--- config.mk ---
export PLATFORM = sky130hd
export DESIGN_NAME = mc_ctrl
export DESIGN_NICKNAME = d
export VERILOG_FILES = /design/src/rtl/mc_ctrl.sv
export SDC_FILE = /design/constraint.sdc
export NUM_CORES = 1
export LEC_CHECK = 0
export ABC_AREA = 1
export CAP_MARGIN = 5
export CORE_ASPECT_RATIO = 0.7
export CORE_MARGIN = 2
export CORE_UTILIZATION = 38
export CTS_CLUSTER_DIAMETER = 80
export CTS_CLUSTER_SIZE = 24
export DETAILED_ROUTE_END_ITERATION = 10
export PLACE_DENSITY = 0.78
export SYNTH_ARGS = -nofsm -noshare
export SYNTH_HDL_FRONTEND = slang
export SYNTH_SLANG_ARGS = --single-unit
--- constraint.sdc ---
create_clock -name clk -period 2.7 [get_ports clk]
set_clock_uncertainty 0.2 [all_clocks]
set_input_delay 0.405 -clock clk [delete_from_list [all_inputs] [get_ports clk]]
set_output_delay 0.405 -clock clk [all_outputs]
set_load 0.01 [all_outputs]
--- src/rtl/mc_ctrl.sv ---
// Multi-cycle MIPS-subset control unit: a decode FSM that sequences the datapath
// enables and mux selects, and counts retired instructions.
module mc_ctrl (
  input  logic        clk,
  input  logic        reset,
  input  logic [31:0] instr,
  input  logic        zero,
  output logic        PCWr,
  output logic        IRWr,
  output logic        RFWr,
  output logic        DMWr,
  output logic [1:0]  EOp,
  output logic [1:0]  ALUOp,
  output logic        ALUSrc,
  output logic [1:0]  RegDst,
  output logic [1:0]  MemtoReg,
  output logic [1:0]  NPCOp,
  output logic [2:0]  state,
  output logic [31:0] icnt
);

  typedef enum logic [2:0] {
    FETCH  = 3'd0,
    DECODE = 3'd1,
    EXEC   = 3'd2,
    MEM    = 3'd3,
    WB     = 3'd4
  } state_e;

  state_e      state_q, state_d;
  logic [31:0] icnt_q, icnt_d;

  logic [5:0] opcode, funct;
  logic isAddu, isSubu, isJr, isOri, isLui, isLw, isSw, isBeq, isJ, isJal;
  logic isAluOp, isJump;
  logic retire;
  logic pcWr, irWr, rfWr, dmWr;

  assign opcode = instr[31:26];
  assign funct  = instr[5:0];

  // An all-zero word (nop) has funct 0 and therefore falls out as undefined.
  always_comb begin
    isAddu  = (opcode == 6'b000000) && (funct == 6'b100001);
    isSubu  = (opcode == 6'b000000) && (funct == 6'b100011);
    isJr    = (opcode == 6'b000000) && (funct == 6'b001000);
    isOri   = (opcode == 6'b001101);
    isLui   = (opcode == 6'b001111);
    isLw    = (opcode == 6'b100011);
    isSw    = (opcode == 6'b101011);
    isBeq   = (opcode == 6'b000100);
    isJ     = (opcode == 6'b000010);
    isJal   = (opcode == 6'b000011);
    isAluOp = isAddu | isSubu | isOri | isLui;
    isJump  = isJ | isJal | isJr;
  end

  always_comb begin
    state_d  = FETCH;
    retire   = 1'b0;
    pcWr     = 1'b0;
    irWr     = 1'b0;
    rfWr     = 1'b0;
    dmWr     = 1'b0;
    ALUOp    = 2'd0;
    ALUSrc   = 1'b0;
    RegDst   = 2'd0;
    MemtoReg = 2'd0;
    NPCOp    = 2'd0;

    unique case (opcode)
      6'b001101: EOp = 2'd1;
      6'b001111: EOp = 2'd2;
      6'b000100: EOp = 2'd3;
      default:   EOp = 2'd0;
    endcase

    case (state_q)
      FETCH: begin
        irWr    = 1'b1;
        pcWr    = 1'b1;
        state_d = DECODE;
      end
      DECODE: begin
        if (isAluOp | isLw | isSw | isBeq) begin
          state_d = EXEC;
        end else begin
          state_d = FETCH;
          retire  = isJump;
          if (isJ | isJal) begin
            pcWr  = 1'b1;
            NPCOp = 2'd2;
          end
          if (isJal) begin
            rfWr     = 1'b1;
            RegDst   = 2'd2;
            MemtoReg = 2'd2;
          end
          if (isJr) begin
            pcWr  = 1'b1;
            NPCOp = 2'd3;
          end
        end
      end
      EXEC: begin
        if (isSubu | isBeq) ALUOp = 2'd1;
        else if (isOri)     ALUOp = 2'd2;
        ALUSrc = isOri | isLui | isLw | isSw;
        if (isBeq) begin
          NPCOp   = 2'd1;
          pcWr    = zero;
          retire  = 1'b1;
          state_d = FETCH;
        end else if (isLw | isSw) begin
          state_d = MEM;
        end else if (isAluOp) begin
          state_d = WB;
        end
      end
      MEM: begin
        if (isLw) begin
          state_d = WB;
        end else begin
          dmWr    = isSw;
          retire  = isSw;
          state_d = FETCH;
        end
      end
      WB: begin
        rfWr     = 1'b1;
        RegDst   = (isAddu | isSubu) ? 2'd1 : 2'd0;
        MemtoReg = isLw ? 2'd1 : 2'd0;
        retire   = 1'b1;
        state_d  = FETCH;
      end
      default: state_d = FETCH;
    endcase

    icnt_d = icnt_q + {31'd0, retire};
  end

  // Reset masks every write enable immediately, not just from the next edge.
  assign PCWr = pcWr & ~reset;
  assign IRWr = irWr & ~reset;
  assign RFWr = rfWr & ~reset;
  assign DMWr = dmWr & ~reset;

  always_ff @(posedge clk) begin
    if (reset) begin
      state_q <= FETCH;
      icnt_q  <= 32'd0;
    end else begin
      state_q <= state_d;
      icnt_q  <= icnt_d;
    end
  end

  assign state = state_q;
  assign icnt  = icnt_q;

endmodule
After elaboration in Yosys (flattened, before gate mapping). Index checks and enable logic that the tools add are counted.

Word-level logic and storage cells: 76. RAM bits: 0. Output and inout bits: 50. Memories kept: 0. ROM bits: 0. Bits in latches: 0. Flip-flop bits (word level): 35. Input port bits: 35.

Shifts and indexed selects: 0. Magnitude comparators: 0. Divide/modulo/power cells: 0. Reductions and logical operators: 5. Muxes and demuxes: 36. Add/sub/neg operators: 1. Bitwise operators: 18. Equal/unequal tests: 14. Multipliers: 0.

Operator list (count): adder 32 x 1 -> 32 bit (1); equality test 6 bit (second input constant) (4); equality test 6 x 4 -> 1 bit (second input constant) (3); 2-to-1 mux 2 bit (9); 2-to-1 mux 1 bit (15); bitwise OR 1 bit (13); equality test 6 x 2 -> 1 bit (second input constant) (2); 2-to-1 mux 3 bit (4); case mux 2 bit (2 select lines) (3); case mux 3 bit (4 select lines) (1); equality test 3 x 2 -> 1 bit (second input constant) (2); equality test 6 x 3 -> 1 bit (second input constant) (1); logical NOT 6 bit (1); case mux 2 bit (3 select lines) (1); AND 1 bit (4); case mux 1 bit (4 select lines) (1); equality test 3 x 1 -> 1 bit (second input constant) (1); equality test 3 bit (second input constant) (1); logical AND 1 bit (3); logical NOT 3 bit (1); case mux 1 bit (3 select lines) (1); case mux 1 bit (2 select lines) (1); NOT 1 bit (1).

Logic depth before layout (Yosys ltp).
Depth after elaboration: 11. Gate-level depth with buffers: 18. Mapped depth without buffers: 18.

Least setup slack after synthesis. Ideal clock, no wire load.

Path kind: input to register. Start point: input port instr[30]. End point: register icnt_q[20], in the netlist icnt[20]. Buffers on the path: 0. Path slack: 452 ps. Cell stages on the path: 16. Data arrival time: 1933 ps. Path through: nor2_2 > nand2_1 > nor2_2 > nand3_1 > nand4_1 > ha_1 > ha_1 > nand2_1 > inv_2 > nand2_4 > clkinv_2 > nand2_2 > nor2_2 > nand3_1 > nand2_1 > nor2_1.

Longest elaborated chain between the ends: 11. Elaborated cells on any way between the ends: 24. Those cells by class: 1 x add/sub; 7 x eq/ne; 4 x mux; 8 x bitwise; 4 x reduce/logical.

RTL lines: start, declared (line 6) `input logic [31:0] instr,`; logical NOT 6 bit (line 44, 45, 46); logical AND 1 bit (on tied branches) (line 44, 45); bitwise OR 1 bit (3 in series) (line 54) `isAluOp = isAddu | isSubu | isOri | isLui;`; bitwise OR 1 bit (3 in series) (line 85) `if (isAluOp | isLw | isSw | isBeq) begin`; 2-to-1 mux 1 bit (line 85); case mux 1 bit (4 select lines) * (line 78) `case (state_q)`; adder 32 x 1 -> 32 bit * (line 139) `icnt_d = icnt_q + {31'd0, retire};`; end signal, assigned (line 154) `icnt_q <= icnt_d;`; end, declared (line 31) `logic [31:0] icnt_q, icnt_d;`.

Every way passes the cells marked *; elsewhere a longest branch is shown, timed or not. A chain may end at the register's enable or synchronous reset.

Final worst setup path.
Start point: register state_q[0], in the netlist state[0]. End point: output port RegDst[1].

Longest elaborated chain between the ends: 2. Elaborated cells on any way between the ends: 3. Those cells by class: 2 x eq/ne; 1 x mux.

RTL lines: start, declared (line 30) `state_e state_q, state_d;`; start signal, assigned (line 153) `state_q <= state_d;`; equality test 3 bit or equality test 3 x 1 -> 1 bit (tied branches) (line 78); case mux 2 bit (2 select lines) * (line 78); end, declared (line 15) `output logic [1:0] RegDst,`.

Marked as above.

==> results list <==
- Together, buffers and inverters on the worst path number 3.
- Max stage delay cell, worst path: sky130_fd_sc_hd__clkdlybuf4s50_1
- When the netlist entered floorplanning its net count stood at 391.
- Placed instance area: 3030 µm²
- Number of rows in the core area: 23
- Number of max-slew violations in the final report: 0
* Number of DRC violations after detailed routing: 0
- DP Wirelength: 5170 µm
- Once the floorplan was initialized, standard cells occupied about two fifths of the core.
- Crit path DAT: 2010 ps
- Startpoint of the worst setup timing path: state[0]
* Root Buffer: sky130_fd_sc_hd__clkbuf_8
- # port buffers: 64
* Worst slack at placement: -262 ps
* Sum of negative setup slack: 0 ps
* Worst Setup Slack, final: 85.4 ps
- Fill cell instance count of the final layout: 544
- Die outline width: 94.5 µm
- The die is slightly below 70 µm tall.
- STA classifies the critical path endpoint as an output pin.
- The finished cells cover 3200 µm².
- After clock tree synthesis, the clock-pin slew on the worst setup and hold paths is 70 ps.
- Reg-to-reg startpoint: state[0]
- For this run, the number of Yosys warnings is 0.
* Most instantiated library cell after synthesis: sky130_fd_sc_hd__nand2_1
- In this design, the largest share of critical-path delay is due to buffers and inverters.
- Maximum level of the CTS H-tree: 2
- STA puts the critical path data required time at 2100 ps.
* Number of detailed-route iterations in the first pass: 5
- After the first detailed-routing iteration, the DRC count stood at 181.
* Overall track demand over capacity in global routing: 21.2%
- Number of synthesized flops with an enable pin: 0
- For this run, the slowest stage of the critical path takes 530 ps.
- Dividing the final minimum period by the clock period gives 96.8%.
* Via count of the first global-routing pass: 2,226
- Wire length of the first global-routing pass: 10,500 µm
- After synthesis, flip-flops and latches occupy roughly a third of the total area.
- Highest Clock Rate: roughly 0.38 GHz
- The worst hold path begins at icnt[31].
* Category of the worst setup path launch point: flop
- Pwr/cell area: 323 nW/µm²
- Clock Latency Late Sink: 290 ps
* Synth Register Bits: 35
* Count of clock tree sinks: 35
- Cells fill 56.8% of the core in the end.
- Summed over all layers, the routed wires come to a little under 7000 µm.
* Mapped Cells: 354
- The die covers 6360 µm².
- Number of buffers on the longest clock path: 2
- Hold Path End: icnt[31]
* Count of cells along the worst register-to-register path: 13
- Largest net degree at the start of global routing: 26
- In this run, CTS created clock tree buffers numbering 5.
- Type of the setup path with the least slack: flop to output pin
- Hold timing on the final database bottoms out at a slack of 295 ps.
- A synthesized cell averages about 6.1 µm².
* DR vias: around 2,600
- Post-synth cell types: 28
- In this run the static leakage power is 0.00119 µW.
- Boundary Pins: 85
- Initial antenna violation count: 0
- Setup violation total in the final timing report: 0
* Via density: roughly 5.0
* Synth-to-Final Area Change: 47.1%
- Instance count along the most critical hold path: 2
- Hold-fix buffers, CTS: 0
- In the synthesized netlist the async set-or-reset flop fraction comes to 0%.
* Worst relative slew slack: about three quarters
- Largest area contributor in the netlist: sky130_fd_sc_hd__dfxtp_1
- In this run the worst path has a maximum fanout of 5.
- Area contributors post-synth: sky130_fd_sc_hd__dfxtp_1 (32%), sky130_fd_sc_hd__nand2_1 (17%), sky130_fd_sc_hd__nor2_1 (12%)
- In the synthesized netlist the dominant register cell turns out to be sky130_fd_sc_hd__dfxtp_1.
- Max-cap violations in this run came to 0.
* CTS tree: done
- Congestion Overflow GR: 0
* Register-to-register setup slack: 190 ps
- The count of endpoints failing hold in the final timing report came to 0.
* Slew @ Worst Pin: roughly 350 ps
- Most frequent cells after synthesis: sky130_fd_sc_hd__nand2_1 (101), sky130_fd_sc_hd__nor2_1 (68), sky130_fd_sc_hd__dfxtp_1 (35)
- 0 antenna diodes ended up in the layout.
- Subtracting the final worst setup slack from the clock period gives 2610 ps.
- Summed over its instances, the top area cell type makes up 32.2% of the synthesized netlist area.
* Capture point of the worst reg-to-reg path: icnt[8]
- The total area inside the core boundary comes to 5640 µm².
- Combined area of all synthesized cells: 2180 µm²
* Layout cell share with drive strength beyond 1: between 10 and 15%
* Class of the most critical hold timing path: flop to flop
- Traced cell by cell, the critical path runs through inv_1 > nor3_4 > nand3_1 > nor2_2 > buf_4 > clkdlybuf4s50_1.
- Across the VDD grid, the largest voltage drop is 0.167 mV.
- The run finished with clean final reports.
- Dividing the detail-routed wire length by the instance count gives 13.0 µm.
- Last weighted congestion value of the routability-driven placer: 0.947
- Final layout net count: 479
* Post-route antenna net violation count: 0
-- worst max-delay path by stage --
stage,to,cells after the start
2_1_floorplan,icnt[20],16
3_3_place_gp,icnt[20],18
3_5_place_dp,icnt[8],17
4_1_cts,RegDst[1],7
5_1_grt,MemtoReg[1],6
6_report,RegDst[1],6
-- flip-flops by register name, indices dropped and copies added, names as in the netlist --
name,count
state,3
icnt,32
-- worst min-delay path, stage by stage (launching register included) --
cell and delay (ps):
sky130_fd_sc_hd__dfxtp_1 330, sky130_fd_sc_hd__nand2_1 70, sky130_fd_sc_hd__a21oi_1 50
-- per-layer routing --
layer / up-vias / track usage, % / wire length (µm)
met3: 4 / 4.46 / 456
met4: 0 / 5.43 / 51
met2: 84 / 32.1 / 2910
met1: 1179 / 30.7 / 3300
li1: 1306 / - / -
met5: - / 0 / 0
-- stage by stage --
stage | cells | total power, µW
after floorplan | 354 | 563
after global placement | 507 | 611
after detailed placement | 507 | 613
after CTS | 516 | 1040
after global routing | 518 | 1080
final | 518 | 1040
-- layout make-up --
cell class,count,area (µm²),share of cell area [%]
Sequential cell,35,701,21.9
Timing Repair Buffer,86,817,25.5
Clock buffer,7,96.3,3.01
Inverter,37,140,4.37
Tap cell,75,93.8,2.93
Multi-Input combinational cell,277,1350,42.1
Clock inverter,1,7.51,0.234
-- cell families after synthesis --
kind of cell	Yosys count	synth area share, %
compound gates	42	9.77
simple gates	231	48.6
xor+xnor	2	0.805
flops	35	32.2
fa+ha+maj	2	1.15
buf+inv	42	7.47
-- power by group --
part	internal, µW	switching [µW]	leakage (µW)	total (µW)
logic	41.7	44.1	0.000860	85.8
registers	517	1.72	0.000282	519
clock network	232	199	0.0000505	431
-- repair_timing --
| item | CTS | global route |
|---|---|---|
| resized for setup | 7 | 17 |
| setup endpoints to repair | 8 | 33 |
| setup buffers | 1 | 2 |
| pin swaps | 1 | 6 |
| cloned | 0 | 0 |
-- cell usage in the layout, fill, tap and decap left out, drive strengths merged, types with 4 or more instances in the layout --
cell type	synthesis	final
nand3b	11	11
nor3	5	5
nand2	105	105
a21oi	29	29
o21ai	12	12
buf	1	22
nand4	4	4
nor2	82	82
dlymetal6s2s	0	7
clkbuf	4	7
inv	36	36
dlygate4sd2	0	5
dfxtp	35	35
nand3	20	20
clkdlybuf4s50	0	52
Note: power is estimated with default switching activity, not from simulation.
